`config.mk`:
```
export PLATFORM = sky130hd
export DESIGN_NAME = i2s_tx_flat
export DESIGN_NICKNAME = d
export VERILOG_FILES = /design/src/rtl/audio_pkg.sv /design/src/rtl/i2s_tx_if.sv /design/src/rtl/i2s_bck_gen.sv /design/src/rtl/i2s_tx.sv /design/src/flat_wrapper.sv
export SDC_FILE = /design/constraint.sdc
export NUM_CORES = 1
export LEC_CHECK = 0
export CAP_MARGIN = 25
export CORE_MARGIN = 5
export CORE_UTILIZATION = 56
export DETAILED_ROUTE_END_ITERATION = 10
export PLACE_DENSITY = 0.92
export SYNTH_ARGS = -nofsm -noshare
export SYNTH_HDL_FRONTEND = slang
export SYNTH_HIERARCHICAL = 1
export SYNTH_SLANG_ARGS = --single-unit
export TNS_END_PERCENT = 50
```
`constraint.sdc`:
```
create_clock -name clock -period 4.59 [get_ports clock]
set_clock_uncertainty 0.15 [all_clocks]
set_input_delay 1.377 -clock clock [delete_from_list [all_inputs] [get_ports clock]]
set_output_delay 1.377 -clock clock [all_outputs]
set_load 0.03 [all_outputs]
```
`src/rtl/audio_pkg.sv`:
```
// Shared widths and the sample-format helper for the I2S transmitter.
package audio_pkg;

  localparam int SLOT_W     = 16;
  localparam int FRAME_BITS = 32;
  localparam int IN_W       = 15;
  localparam int CNT_W      = $clog2(FRAME_BITS);

  // Offset-binary mixer sum to signed 16-bit, LSB zero-padded.
  function automatic logic [SLOT_W-1:0] to_signed16(input logic [IN_W-1:0] x);
    return {x, 1'b0} ^ 16'h8000;
  endfunction

endpackage

```
`src/rtl/i2s_tx_if.sv`:
```
// Mixer-to-serializer bundle: sample inputs plus the I2S pins and frame strobe.
interface i2s_tx_if;
  import audio_pkg::*;

  logic [IN_W-1:0] left;
  logic [IN_W-1:0] right;
  logic            mute;
  logic            i2s_bck;
  logic            i2s_lrck;
  logic            i2s_data;
  logic            strobe;

  // Upstream side: supplies samples, watches the strobe and the serial pins.
  modport master (
    output left, right, mute,
    input  i2s_bck, i2s_lrck, i2s_data, strobe
  );

  // Serializer side.
  modport slave (
    input  left, right, mute,
    output i2s_bck, i2s_lrck, i2s_data, strobe
  );
endinterface

```
`src/rtl/i2s_bck_gen.sv`:
```
// Bit-clock generator: prescaler divides the system clock by 2*BCK_DIV and
// flags the cycle on which BCK falls so the slot logic can advance.
module i2s_bck_gen #(
  parameter int BCK_DIV = 4
) (
  input  logic clock,
  input  logic reset,
  output logic i2s_bck,
  output logic fall_tick
);

  localparam logic [7:0] DIV_MAX = 8'(BCK_DIV - 1);

  logic [7:0] presc_q, presc_d;
  logic       bck_q, bck_d;
  logic       wrap;

  // Prescaler wrap, BCK toggle and falling-edge detect.
  always_comb begin
    // NOTE: every signal written here gets a value on all paths, so no latch is inferred.
    wrap      = (presc_q == DIV_MAX);
    presc_d   = wrap ? 8'd0 : presc_q + 8'd1;
    bck_d     = wrap ? ~bck_q : bck_q;
    fall_tick = wrap && bck_q;
  end

  // Prescaler and BCK registers.
  always_ff @(posedge clock) begin
    // NOTE: non-blocking assignments so every flop updates from pre-edge values.
    if (reset) begin
      presc_q <= 8'd0;
      bck_q   <= 1'b0;
    end else begin
      presc_q <= presc_d;
      bck_q   <= bck_d;
    end
  end

  assign i2s_bck = bck_q;

endmodule

```
`src/rtl/i2s_tx.sv`:
```
// I2S transmitter: latches one stereo pair per 32-bit frame and shifts it out
// MSB-first. Define I2S_LJ_EN for left-justified output (no one-BCK delay).
module i2s_tx
  import audio_pkg::*;
#(
  parameter int BCK_DIV = 4
) (
  input logic    clock,
  input logic    reset,
  i2s_tx_if.slave bus
);

  logic fall_tick;
  logic bck;

  i2s_bck_gen #(.BCK_DIV(BCK_DIV)) u_bck_gen (
    .clock     (clock),
    .reset     (reset),
    .i2s_bck   (bck),
    .fall_tick (fall_tick)
  );

  logic [CNT_W-1:0]        bitcnt_q, bitcnt_d;
  logic                    lrck_q, lrck_d;
  logic [FRAME_BITS-1:0]   shreg_q, shreg_d;
  logic                    data_q, data_d;
  logic                    strobe_q, strobe_d;
`ifndef I2S_LJ_EN
  logic                    delay_q, delay_d;
`endif

  logic                    latch;
  logic [FRAME_BITS-1:0]   word;
  logic                    serial_bit;

  // Slot sequencing: count bits, latch a new pair at the frame wrap, shift on every fall.
  always_comb begin
    bitcnt_d   = bitcnt_q;
    lrck_d     = lrck_q;
    shreg_d    = shreg_q;
    data_d     = data_q;
`ifndef I2S_LJ_EN
    delay_d    = delay_q;
`endif
    latch      = fall_tick && (&bitcnt_q);
    strobe_d   = latch;
    word       = bus.mute ? '0 : {to_signed16(bus.left), to_signed16(bus.right)};
    serial_bit = 1'b0;

    if (fall_tick) begin
      bitcnt_d = bitcnt_q + 1'b1;
      lrck_d   = bitcnt_d[CNT_W-1];
      // The bit leaving now is the MSB of whichever word is current this tick.
      if (latch) begin
        serial_bit = word[FRAME_BITS-1];
        shreg_d    = {word[FRAME_BITS-2:0], 1'b0};
      end else begin
        serial_bit = shreg_q[FRAME_BITS-1];
        shreg_d    = {shreg_q[FRAME_BITS-2:0], 1'b0};
      end
`ifdef I2S_LJ_EN
      data_d  = serial_bit;
`else
      // Standard I2S: the pin lags the slot stream by one BCK.
      data_d  = delay_q;
      delay_d = serial_bit;
`endif
    end
  end

  // Slot state registers.
  always_ff @(posedge clock) begin
    if (reset) begin
      bitcnt_q <= '1;
      lrck_q   <= 1'b1;
      shreg_q  <= '0;
      data_q   <= 1'b0;
      strobe_q <= 1'b0;
`ifndef I2S_LJ_EN
      delay_q  <= 1'b0;
`endif
    end else begin
      bitcnt_q <= bitcnt_d;
      lrck_q   <= lrck_d;
      shreg_q  <= shreg_d;
      data_q   <= data_d;
      strobe_q <= strobe_d;
`ifndef I2S_LJ_EN
      delay_q  <= delay_d;
`endif
    end
  end

  assign bus.i2s_bck  = bck;
  assign bus.i2s_lrck = lrck_q;
  assign bus.i2s_data = data_q;
  assign bus.strobe   = strobe_q;

endmodule

```
`src/flat_wrapper.sv`:
```
// flat-port wrapper written by rule: the top's interface ports become plain ports
module i2s_tx_flat import audio_pkg::*;
#(
  parameter int BCK_DIV = 4
)
  (clock, reset, bus_left, bus_right, bus_mute, bus_i2s_bck, bus_i2s_lrck, bus_i2s_data, bus_strobe);
  i2s_tx_if bus_i ();
  input logic clock;
  input logic reset;
  input wire logic [$bits(bus_i.left)-1:0] bus_left;
  input wire logic [$bits(bus_i.right)-1:0] bus_right;
  input wire logic [$bits(bus_i.mute)-1:0] bus_mute;
  output wire logic [$bits(bus_i.i2s_bck)-1:0] bus_i2s_bck;
  output wire logic [$bits(bus_i.i2s_lrck)-1:0] bus_i2s_lrck;
  output wire logic [$bits(bus_i.i2s_data)-1:0] bus_i2s_data;
  output wire logic [$bits(bus_i.strobe)-1:0] bus_strobe;
  assign bus_i.left = bus_left;
  assign bus_i.right = bus_right;
  assign bus_i.mute = bus_mute;
  assign bus_i2s_bck = bus_i.i2s_bck;
  assign bus_i2s_lrck = bus_i.i2s_lrck;
  assign bus_i2s_data = bus_i.i2s_data;
  assign bus_strobe = bus_i.strobe;
  i2s_tx #(.BCK_DIV(BCK_DIV)) u_core (.clock(clock), .reset(reset), .bus(bus_i));
endmodule
```
==> results.toml <==
[detailed_routing]
first_pass_iters = 4
ant_nets = 0
wl_um = 4300
initialDrtViolationCount = 177
viasPerCell = 5.56
post-route-drc-count = 0
vias = 1773
wl_per_cell_um = 13.5

[critical_path]
cp.arrival_ns = 1.36
critical_path_class = "reg2out"
cp_top_family = "buffers and inverters"
cp_cell_sequence = "clkdlybuf4s50_1"
crit_required_ns = 3.06
crit_path_end_kind = "primary output"
critPathBufInv = 1
cp_num_cells = 1
critPathMaxStageDelay_ns = 0.68
cp-start-kind = "flop"
crit_slowest_cell = "clkdlybuf4s50_1"
reg2reg_depth = 6
worst-path-max-fanout = 4

[synth]
syn_area_per_cell_um2 = 9.04
netlist_instances = 244
synth.distinct_cells = 31
yosys_warnings = 6
synth_seq_cells = 47
async_reset_ff_frac = 0
synth_common_cells = "dfxtp_1 (47), nor2_1 (37), nand2b_1 (32)"
synth_top_area_share = 0.427
ys.flop_type = "dfxtp_1"
syn-cell-area_um2 = 2200
syn_nets = 280
synth_edf_count = 0
synth_largest_area_cell = "dfxtp_1"
synth-seq-area-share = 0.427
post-synth-top-count-cell = "dfxtp_1"
synth_area_leaders = "dfxtp_1 (43%), a311oi_1 (11%), nand3b_1 (9.5%)"

[floorplan]
die_area_um2 = 5290
initial_core_util = 0.589
die_height_um = 72.7
coreArea_um2 = 3740
rows = 22
io_pins = 37
die_w_um = 72.7

[power_and_ir_drop]
power_leakage_nw = 0.831
p_per_area_nw_per_um2 = 281
vdd_ir_drop_max_mv = 0.180
finalPower_mw = 0.748

[clock_network]
cts_sinks = 47
tritoncts = "built"
clk_latency_ns = 0.31
postCtsSetupBuffers = 0
clk_pin_slew_ns = 0.09
clock_path_buffers = 2
htree_num_levels = 2
cts_resized = 0
cts_buffers = 5
cts_root_buffer = "clkbuf_8"
cts_hold_buffers = 0

[sta]
setup_tns_ns = 0
hold_viol_final = 0
grt_setup_unrepaired = "false"
finalCriticalPeriod_ns = 2.88
slew_violations = 0
fmax_ghz = 0.347
post-route-period-util = 0.628
tightest_slew_ns = 0.788
setup_viol = 0
setup_ws_ns = 1.71
relSlewSlack = 0.473

[layout]
n_antenna_cell = 0
final_nets = 306
drive_above_1_share = 0.0627
fillerInstances = 292
ff_latch_area_um2 = 941
multi_input_area_um2 = 1150
area_growth_pct = 20.7

[job]
cap_violations = 0

[grt]
grt.overflow.total = 0
grt_max_degree = 73
grt_pass1_vias = 1655
grt_pass1_wl_um = 7230
antenna_found_initial = 0
gr-usage-all-layers = 0.172

[worst_hold_path]
worstHoldPathType = "reg2reg"
holdPathStages = 2

[place]
post-place-ws_ns = 1.38
gp_congestion = 0.718
dpl.hpwl_um = 2940
numPortBuffers = 36

[outcome]
status = "complete, no violations"
## cell families (layout without fill, tap and decap cells)
kind of cell	Yosys count	after routing	share of synthesized area
DFF	47	47	0.427
and+or+nand+nor	120	120	0.316
muxes	2	2	0.00908
adders and majority gates	3	3	0.0170
xor gates and xnor gates	4	4	0.0159
AOI/OAI and AO/OA	44	44	0.162
buffers and inverters	24	51	0.0528
## power by group
| group | leakage (nW) | internal (mW) | switching, mW |
|---|---|---|---|
| combinational | 0.412 | 0.0473 | 0.0332 |
| sequential | 0.379 | 0.414 | 0.00565 |
| clock | 0.0402 | 0.106 | 0.142 |
| total | 0.831 | 0.567 | 0.181 |
## state kept, by name, indices dropped and copies added (netlist names)
name,count
u_core/bitcnt_q,5
u_core/delay_q,1
u_core/shreg_q,30
u_core/u_bck_gen/i2s_bck,1
u_core/u_bck_gen/presc_q,8
u_core/bus.strobe,1
u_core/bus.i2s_data,1
## final cells by class
cell class,instances,area share
Inverter,3,0.00423
Clock buffer,5,0.0259
Tap cell,48,0.0226
Timing Repair Buffer,40,0.153
Sequential cell,47,0.354
Clock inverter,3,0.00752
Multi-Input combinational cell,173,0.433
## per-layer routing
layer | up-vias | GRT usage | routed length (µm)
met4 | 0 | 0.0676 | 80
met5 | - | 0 | 0
met2 | 42 | 0.284 | 2050
li1 | 925 | - | -
met1 | 796 | 0.214 | 1960
met3 | 10 | 0.0441 | 210
## worst paths after layout
check                                                       end  slack, ns                                   start
worst max-delay path                                bus_i2s_bck       1.71   u_core/u_bck_gen/i2s_bck$_SDFFE_PP0N_
worst min-delay path             u_core/shreg_q[2]$_SDFFE_PP0P_       0.33          u_core/shreg_q[2]$_SDFFE_PP0P_
worst max register to register  u_core/shreg_q[12]$_SDFFE_PP0P_       1.99  u_core/u_bck_gen/presc_q[0]$_SDFF_PP0_
worst min register to register   u_core/shreg_q[2]$_SDFFE_PP0P_       0.33          u_core/shreg_q[2]$_SDFFE_PP0P_
## metrics by stage
stage | hold slack [ns] | instance area (µm²) | instances | util
after floorplan | 0.291 | 2200 | 244 | -
after global placement | 0.308 | 2550 | 310 | 0.680
after detailed placement | 0.315 | 2550 | 310 | 0.680
after CTS | 0.336 | 2640 | 318 | 0.704
after global routing | 0.348 | 2660 | 319 | 0.711
final | 0.334 | 2660 | 319 | 0.711
## cells in the final DEF, fill, tap and decap left out
master	netlist	final
xnor2_1	2	2
nand2b_1	32	32
a211o_1	2	2
dfxtp_1	47	47
o21ai_0	4	4
xor2_1	2	2
nor3_2	0	1
inv_1	3	3
clkinv_2	0	1
a311oi_1	27	27
and3_1	2	2
nand3_1	4	4
nand4_1	2	2
or3b_1	2	2
nor2_1	37	37
a311oi_2	2	2
nand2_1	2	2
clkbuf_16	0	1
ha_1	3	3
clkinvlp_4	0	2
mux2i_1	2	2
or3_1	5	5
o21bai_2	1	1
o21bai_1	1	1
nor2b_1	3	3
nand4b_1	1	1
clkbuf_8	0	5
or4b_4	1	1
nand3b_1	28	28
a21oi_1	7	7
clkdlybuf4s50_1	0	36
buf_4	1	3
Note: power is estimated with default switching activity, not from simulation.
